**src/rtl/baud_gen_pkg.sv**
```systemverilog
// Shared UART definitions: divisor width and the default-divisor calculation.
// The APB register block reuses calc_default_div for its divisor reset value.
package baud_gen_pkg;

  localparam int DIV_W = 32;

  // Truncating divide, clamped to [1, 2^32-1] so a divisor of zero can never be produced.
  function automatic logic [DIV_W-1:0] calc_default_div(
    input longint unsigned freq,
    input longint unsigned baud,
    input longint unsigned ovs
  );
    longint unsigned q;
    if ((baud * ovs) == 0) begin
      q = 1;
    end else begin
      q = freq / (baud * ovs);
    end
    if (q == 0) begin
      q = 1;
    end
    if (q > 64'h0000_0000_FFFF_FFFF) begin
      q = 64'h0000_0000_FFFF_FFFF;
    end
    return q[DIV_W-1:0];
  endfunction

endpackage

```
**src/rtl/baud_gen.sv**
```systemverilog
// Oversample tick generator: one-cycle baud_clk every D clk cycles, D = div_in or the default when div_in is 0.
// A divisor change takes effect at the next edge and restarts the count; there is no backpressure.
module baud_gen
  import baud_gen_pkg::*;
#(
  parameter int unsigned clk_freq   = 100_000_000,
  parameter int unsigned oversample = 16,
  parameter int unsigned baud_rate  = 9600
) (
  input  logic             clk,
  input  logic             rst,
  input  logic [DIV_W-1:0] div_in,
  output logic             baud_clk
);

  localparam logic [DIV_W-1:0] DEFAULT_DIV =
    calc_default_div(64'(clk_freq), 64'(baud_rate), 64'(oversample));

  logic [DIV_W-1:0] divisor;
  logic [DIV_W-1:0] counter;
  logic [DIV_W-1:0] w_new_div;
  logic             w_div_chg;

  assign w_new_div = (div_in == '0) ? DEFAULT_DIV : div_in;
  // Compare effective divisors so toggling div_in between 0 and DEFAULT_DIV does not restart.
  assign w_div_chg = (w_new_div != divisor);

  always_ff @(posedge clk) begin
    if (rst) begin
      divisor <= DEFAULT_DIV;
    end else if (w_div_chg) begin
      divisor <= w_new_div;
    end
  end

  always_ff @(posedge clk) begin
    if (rst || w_div_chg) begin
      counter  <= '0;
      baud_clk <= 1'b0;
    end else if (counter == (divisor - DIV_W'(1))) begin
      counter  <= '0;
      baud_clk <= 1'b1;
    end else begin
      counter  <= counter + DIV_W'(1);
      baud_clk <= 1'b0;
    end
  end

endmodule

```
**config.mk**
```make
export PLATFORM = sky130hd
export DESIGN_NAME = baud_gen
export DESIGN_NICKNAME = d
export VERILOG_FILES = /design/src/rtl/baud_gen_pkg.sv /design/src/rtl/baud_gen.sv
export SDC_FILE = /design/constraint.sdc
export NUM_CORES = 1
export LEC_CHECK = 0
export BUFFER_PORTS_ARGS = -buffer_cell sky130_fd_sc_hd__buf_2
export CORE_ASPECT_RATIO = 2
export CORE_UTILIZATION = 25
export CTS_CLUSTER_SIZE = 30
export DETAILED_ROUTE_END_ITERATION = 10
export MAX_ROUTING_LAYER = met4
export PLACE_DENSITY = 0.4
export SLEW_MARGIN = 20
export SYNTH_ARGS = -nofsm -noshare
export SYNTH_HDL_FRONTEND = slang
export SYNTH_SLANG_ARGS = --single-unit
```
**constraint.sdc**
```tcl
create_clock -name clk -period 5 [get_ports clk]
set_clock_uncertainty 0.1 [all_clocks]
set_input_delay 1 -clock clk [delete_from_list [all_inputs] [get_ports clk]]
set_output_delay 1 -clock clk [all_outputs]
set_load 0.02 [all_outputs]
```
==> results of run 1 <==
==> worst max-delay path, delay by kind of cell (launching register included) <==
family / cells / cell delay (ns)
simple gates: 6 / 2.00
buf+inv: 2 / 0.56
flops: 1 / 0.37
compound gates: 1 / 0.36
fa+ha+maj: 1 / 0.23
==> state kept, by name, indices dropped and copies added (netlist names) <==
| register | count |
|---|---|
| divisor | 32 |
| baud_clk | 1 |
| counter | 32 |
==> cells in the final DEF, fill, tap and decap left out, drive strengths merged, types with 4 or more instances in the layout <==
master / netlist / routed
o31ai: 6 / 6
o21ai: 4 / 4
clkbuf: 20 / 14
or3: 12 / 12
inv: 8 / 8
or4: 10 / 10
nand2b: 5 / 5
nor3: 43 / 43
xor2: 53 / 53
dfxtp: 65 / 65
nor2b: 29 / 29
nand2: 17 / 17
nand4: 13 / 13
nor2: 19 / 19
buf: 5 / 36
a31oi: 5 / 5
and4: 4 / 4
and3: 6 / 6
nor4: 23 / 23
xnor2: 50 / 50
nand3: 16 / 16
==> stage by stage <==
| step | area [sq um] | cells | worst slack, ns | utilization, % |
|---|---|---|---|---|
| floorplan | 4000 | 450 | 1.77 | - |
| detailed placement | 4320 | 662 | 1.25 | 27.5 |
| finish | 4580 | 676 | 1.22 | 29.2 |
| global placement | 4320 | 662 | 1.39 | 27.5 |
| CTS | 4580 | 676 | 1.23 | 29.2 |
| global route | 4580 | 676 | 0.858 | 29.2 |
==> power breakdown <==
part           total [W]  internal [W]  switching (W)  leakage, nW
combinational   0.000124     0.0000606      0.0000636        0.868
clock           0.000575      0.000357       0.000217        0.129
sequential      0.000564      0.000533      0.0000308        0.532
total            0.00126      0.000951       0.000312         1.53
==> final cells by class <==
class                           instances  area, sq um  area share, %
Multi-Input combinational cell        352         2550           55.7
Sequential cell                        65         1300           28.4
Clock buffer                           14          264           5.76
Tap cell                              201          251           5.49
Timing Repair Buffer                   36          185           4.04
Inverter                                8         30.0          0.655
==> routing by layer <==
metal / wire length [microns] / vias to the layer above
met1: 4100 / 1607
met2: 7240 / 48
met4: 471 / 0
met3: 226 / 24
met5: 0 / -
li1: - / 1647
==> cells by family (layout without fill, tap and decap cells) <==
kind of cell	Yosys count	after routing
adder cells (fa/ha/maj)	2	2
flip-flops	65	65
AND/OR/NAND/NOR	207	207
XOR/XNOR	104	104
AO/OA/AOI/OAI	38	38
multiplexers	1	1
buffers and inverters	33	58
==> how the worst max path moves through the flow <==
stage                            start                     end  slack (ns)  depth (start not counted)
2_1_floorplan  divisor[0]$_SDFFE_PP1P_  counter[23]$_SDFF_PP0_        1.77                         11
3_3_place_gp   divisor[0]$_SDFFE_PP1P_  counter[21]$_SDFF_PP0_        1.39                         10
3_5_place_dp   divisor[0]$_SDFFE_PP1P_  counter[31]$_SDFF_PP0_        1.25                         10
4_1_cts        divisor[0]$_SDFFE_PP1P_  counter[31]$_SDFF_PP0_        1.23                         10
5_1_grt        divisor[0]$_SDFFE_PP1P_  counter[20]$_SDFF_PP0_        0.86                         10
6_report       divisor[0]$_SDFFE_PP1P_  counter[21]$_SDFF_PP0_        1.22                         10
==> flow_summary.yaml, run 1 <==
worst_setup_path:
  path_class: "reg2reg"
  regToRegSetupSlack_ns: 1.22
  cp_slowest_cell: "or4_1"
  arrival_ns: 3.89
  cp-end-kind: "flop"
  cp-start-kind: "flop"
  timing.rr.start: "divisor[0]$_SDFFE_PP1P_"
  crit_required_ns: 5.10
  cp_cell_sequence: "inv_1, ha_1, nor3b_1, nand4_1, or4_1, a222oi_1, nand4_1, nor4_4, buf_4, nor3_1"
  r2r_cells: 10
  reg2reg_to: "counter[21]$_SDFF_PP0_"
  crit_fanout: 32
  worst_path_most_repeated_cell: "nand4_1"
  slowest_delay_ns: 0.59
die:
  io_pins: 35
  die_w_microns: 91.5
  dieHeight_microns: 181
  rows: 65
  initial_core_util_pct: 25.5
  dieArea_sq_um: 16500
  core_area_sq_um: 15700
global_route:
  grtUsageMet1_pct: 14.2
  grt_pass1_wl_mm: 19.4
  globalRoute.busiestLayer: "met2"
  gr-total-overflow: 0
  grt_pass1_vias: 3588
  grt_use_met3_pct: 2.31
  grt_use_total_pct: 16.2
  grt_max_degree: 34
  antenna_found_initial: 0
  gr-usage-met2_pct: 31.4
timing:
  max_freq_ghz: 0.264
  fin_crit_ns: 3.78
  hold_viol_final: 0
  rsz0062_at_grt: "false"
  slew_viol_final: 0
  hold_ws_ns: 0.473
  setup_violations: 0
  tns_ns: 0
  worst_slew_pin_slew_ns: 0.630
  finalCritPeriodShare_pct: 75.6
  relSlewSlack_pct: 57.6
hold_path:
  hold_end: "counter[0]$_SDFF_PP0_"
  holdPathStages: 1
  min_from: "counter[0]$_SDFF_PP0_"
  hp-class: "reg2reg"
finish:
  fillCellCount: 1698
  syn2layout_area_growth_pct: 14.5
  drive_gt1_share_pct: 15.6
  num-nets-final: 508
  num_antenna_cells: 0
cts:
  cts_buffer_depth: 2
  clock-sinks: 65
  cts_max_level: 3
  cts-root-buf: "clkbuf_16"
  cts-buffers-inserted: 9
  path_clk_slew_ns: 0.05
  cts_resized: 0
  holdBufCountCts: 0
  clkLatencyLatePin_ns: 0.34
  post_cts_buffers: 0
  tritoncts: "done"
synthesis:
  ys_top_cells_by_area: "dfxtp_1 (33%), xor2_1 (12%), xnor2_1 (11%)"
  async_flop_share_pct: 0
  yosys.area_share.simple_pct: 32.8
  yosys.area.top_type: "dfxtp_1"
  synth_nets: 486
  synth_common_cells: "dfxtp_1 (65), xor2_1 (53), xnor2_1 (50)"
  syn_area_per_cell_sq_um: 8.89
  synth_ff_type: "dfxtp_1"
  synthAdderAreaFrac_pct: 0.625
  muxShareOfSynthArea_pct: 0.250
  synthCells: 450
  yosysMostFrequentCell: "dfxtp_1"
  synth_xor_area_share_pct: 23.1
  ys_warn_count: 0
  synth_top_area_share_pct: 32.5
  synth_cell_types: 51
  ys_seq_area_share_pct: 32.5
  synth_compound_area_share_pct: 6.94
  synth_area_sq_um: 4000
  synth.ff_latch_count: 65
  synth_top_family_by_area: "simple AND/OR/NAND/NOR gates"
  synth_edf_count: 0
pwr:
  max-vdd-ir-drop_mv: 0.165
  powerDensity_nw_per_um2: 275
  cellLeakagePower_nw: 1.53
  power_w: 0.00126
routing:
  drt_iter0_drc: 110
  postRouteWirelength_mm: 12.0
  vias_per_cell: 4.92
  wire_per_inst_microns: 17.8
  drtAntennaViolNets: 0
  drt_pass1_iterations: 4
  remaining_drc_errors: 0
  num_vias: 3326
run_status:
  status: "finished, final reports clean"
job:
  cap_violations: 0
place:
  portBuffers: 34
  place_congestion: 0.857
  dp_hpwl_mm: 9.48
Note: power is estimated with default switching activity, not from simulation.
==> run 2, diff against run 1 <==
--- a/config.mk
+++ b/config.mk
@@ -11,7 +11,7 @@
 export CTS_CLUSTER_SIZE = 30
 export DETAILED_ROUTE_END_ITERATION = 10
 export MAX_ROUTING_LAYER = met4
-export PLACE_DENSITY = 0.4
+export PLACE_DENSITY = 0.41
 export SLEW_MARGIN = 20
 export SYNTH_ARGS = -nofsm -noshare
 export SYNTH_HDL_FRONTEND = slang
==> constraint.sdc (replaced) <==
create_clock -name clk -period 3.3 [get_ports clk]
set_clock_uncertainty 0.1 [all_clocks]
set_input_delay 0.66 -clock clk [delete_from_list [all_inputs] [get_ports clk]]
set_output_delay 0.66 -clock clk [all_outputs]
set_load 0.02 [all_outputs]
==> flow_summary.yaml, run 2 (synthesis results as in run 1) <==
run_status:
  status: "finished, final reports clean"
finish:
  fillCellCount: 1675
  seq_area_sq_um: 1300
  layout.cells.non_filler: 708
  multi_input_area_sq_um: 2560
  final_cell_mix: "dfxtp_1 (65), xor2_1 (53), xnor2_1 (50)"
  num-nets-final: 538
  drive_gt1_share_pct: 21.3
  reg_top3: "counter x32, divisor x32, baud_clk x1"
  num_antenna_cells: 0
  syn2layout_area_growth_pct: 21.4
  final_common_cell: "dfxtp_1"
timing:
  rsz0062_at_grt: "false"
  finalCritPeriodShare_pct: 94.1
  worst_slew_pin_slew_ns: 0.508
  slew_viol_final: 0
  max_freq_ghz: 0.322
  hold_ws_ns: 0.444
  fin_crit_ns: 3.11
  setup_violations: 0
  hold_viol_final: 0
  relSlewSlack_pct: 66.2
  timing.final.ws_setup_ns: 0.195
  tns_ns: 0
worst_setup_path:
  cp_slowest_cell: "dfxtp_1"
  path_class: "reg2reg"
  crit_fanout: 32
  arrival_ns: 3.20
  crit_required_ns: 3.40
  cp-start-kind: "flop"
  slowest_delay_ns: 0.40
  worst_path_most_repeated_cell: "or3_1"
  cp-end-kind: "flop"
  cp_cell_sequence: "or3_1, or3_1, buf_4, or3_1, o31ai_1, nand4_1, nor4_4, buf_12, nor3_1"
pwr:
  power_w: 0.00203
  cellLeakagePower_nw: 1.70
  max-vdd-ir-drop_mv: 0.281
  powerDensity_nw_per_um2: 418
routing:
  drt_pass1_iterations: 6
  remaining_drc_errors: 0
  vias_per_cell: 4.81
  drtAntennaViolNets: 0
  num_vias: 3405
  wire_per_inst_microns: 18.3
  drt_iter0_drc: 151
  postRouteWirelength_mm: 12.9
die:
  die_w_microns: 91.5
  dieArea_sq_um: 16500
  rows: 65
  io_pins: 35
  dieHeight_microns: 181
  core_area_sq_um: 15700
  initial_core_util_pct: 25.5
cts:
  clock-sinks: 65
  clkLatencyLatePin_ns: 0.33
  holdBufCountCts: 0
  cts_buffer_depth: 2
  tritoncts: "done"
  cts-buffers-inserted: 9
  path_clk_slew_ns: 0.06
  cts_max_level: 3
  cts-root-buf: "clkbuf_16"
hold_path:
  hp-class: "reg2reg"
place:
  place_congestion: 0.912
  dp_hpwl_mm: 10.3
  dp.cells: 689
  dp_slack_ns: 0.00344
  portBuffers: 34
global_route:
  grt_max_degree: 34
  grt_pass1_wl_mm: 20.2
  grt_pass1_vias: 3651
  antenna_found_initial: 0
  grt_use_total_pct: 17.0
  gr-total-overflow: 0
job:
  cap_violations: 0
[run 2: where the power goes]
| group | internal [W] | switching, W | total, W |
|---|---|---|---|
| Combinational | 0.000111 | 0.000123 | 0.000234 |
| Clock | 0.000604 | 0.000352 | 0.000956 |
| Sequential | 0.000806 | 0.0000324 | 0.000839 |
| Total | 0.00152 | 0.000508 | 0.00203 |
[run 2: through the flow]
step,util [%],area [sq um]
6_report,31.0,4860
4_1_cts,30.8,4840
3_5_place_dp,28.9,4530
5_1_grt,31.0,4860
2_1_floorplan,-,4000
3_3_place_gp,28.9,4530
[run 2: timing repair]
action | in CTS | in global routing
gates resized for setup | 0 | 2
setup endpoints to repair | 4 | 32
setup buffers | 2 | 1
cloned | 0 | 0
pin swaps | 0 | 1
[run 2: cell type report]
type | instances | area share [%]
clock buffers | 13 | 5.15
clock inverters | 3 | 0.824
inverters | 8 | 0.618
multi-input cells | 352 | 52.7
flip-flops and latches | 65 | 26.8
well taps | 201 | 5.18
repair buffers | 66 | 8.70
[run 2: final timing paths]
kind / from / end / slack (ns) / depth (start not counted)
max: divisor[16]$_SDFFE_PP0P_ / counter[13]$_SDFF_PP0_ / 0.19 / 9
min: counter[0]$_SDFF_PP0_ / counter[0]$_SDFF_PP0_ / 0.44 / 1
max reg2reg: divisor[16]$_SDFFE_PP0P_ / counter[13]$_SDFF_PP0_ / 0.19 / 9
min reg2reg: counter[0]$_SDFF_PP0_ / counter[0]$_SDFF_PP0_ / 0.44 / 1
[run 2: metal layers]
metal / GRT usage, % / up-vias / wire length, microns
met1: 14.1 / 1612 / 4220
met2: 34.6 / 55 / 7990
met3: 2.36 / 28 / 207
met4: 8.95 / 0 / 503
met5: - / - / 0
li1: - / 1710 / -
[run 2: critical path: cells and delay by family (launching register included)]
kind	cells	cell delay (ns)
buf+inv	2	0.44
flops	1	0.40
compound gates	1	0.35
simple gates	6	1.65
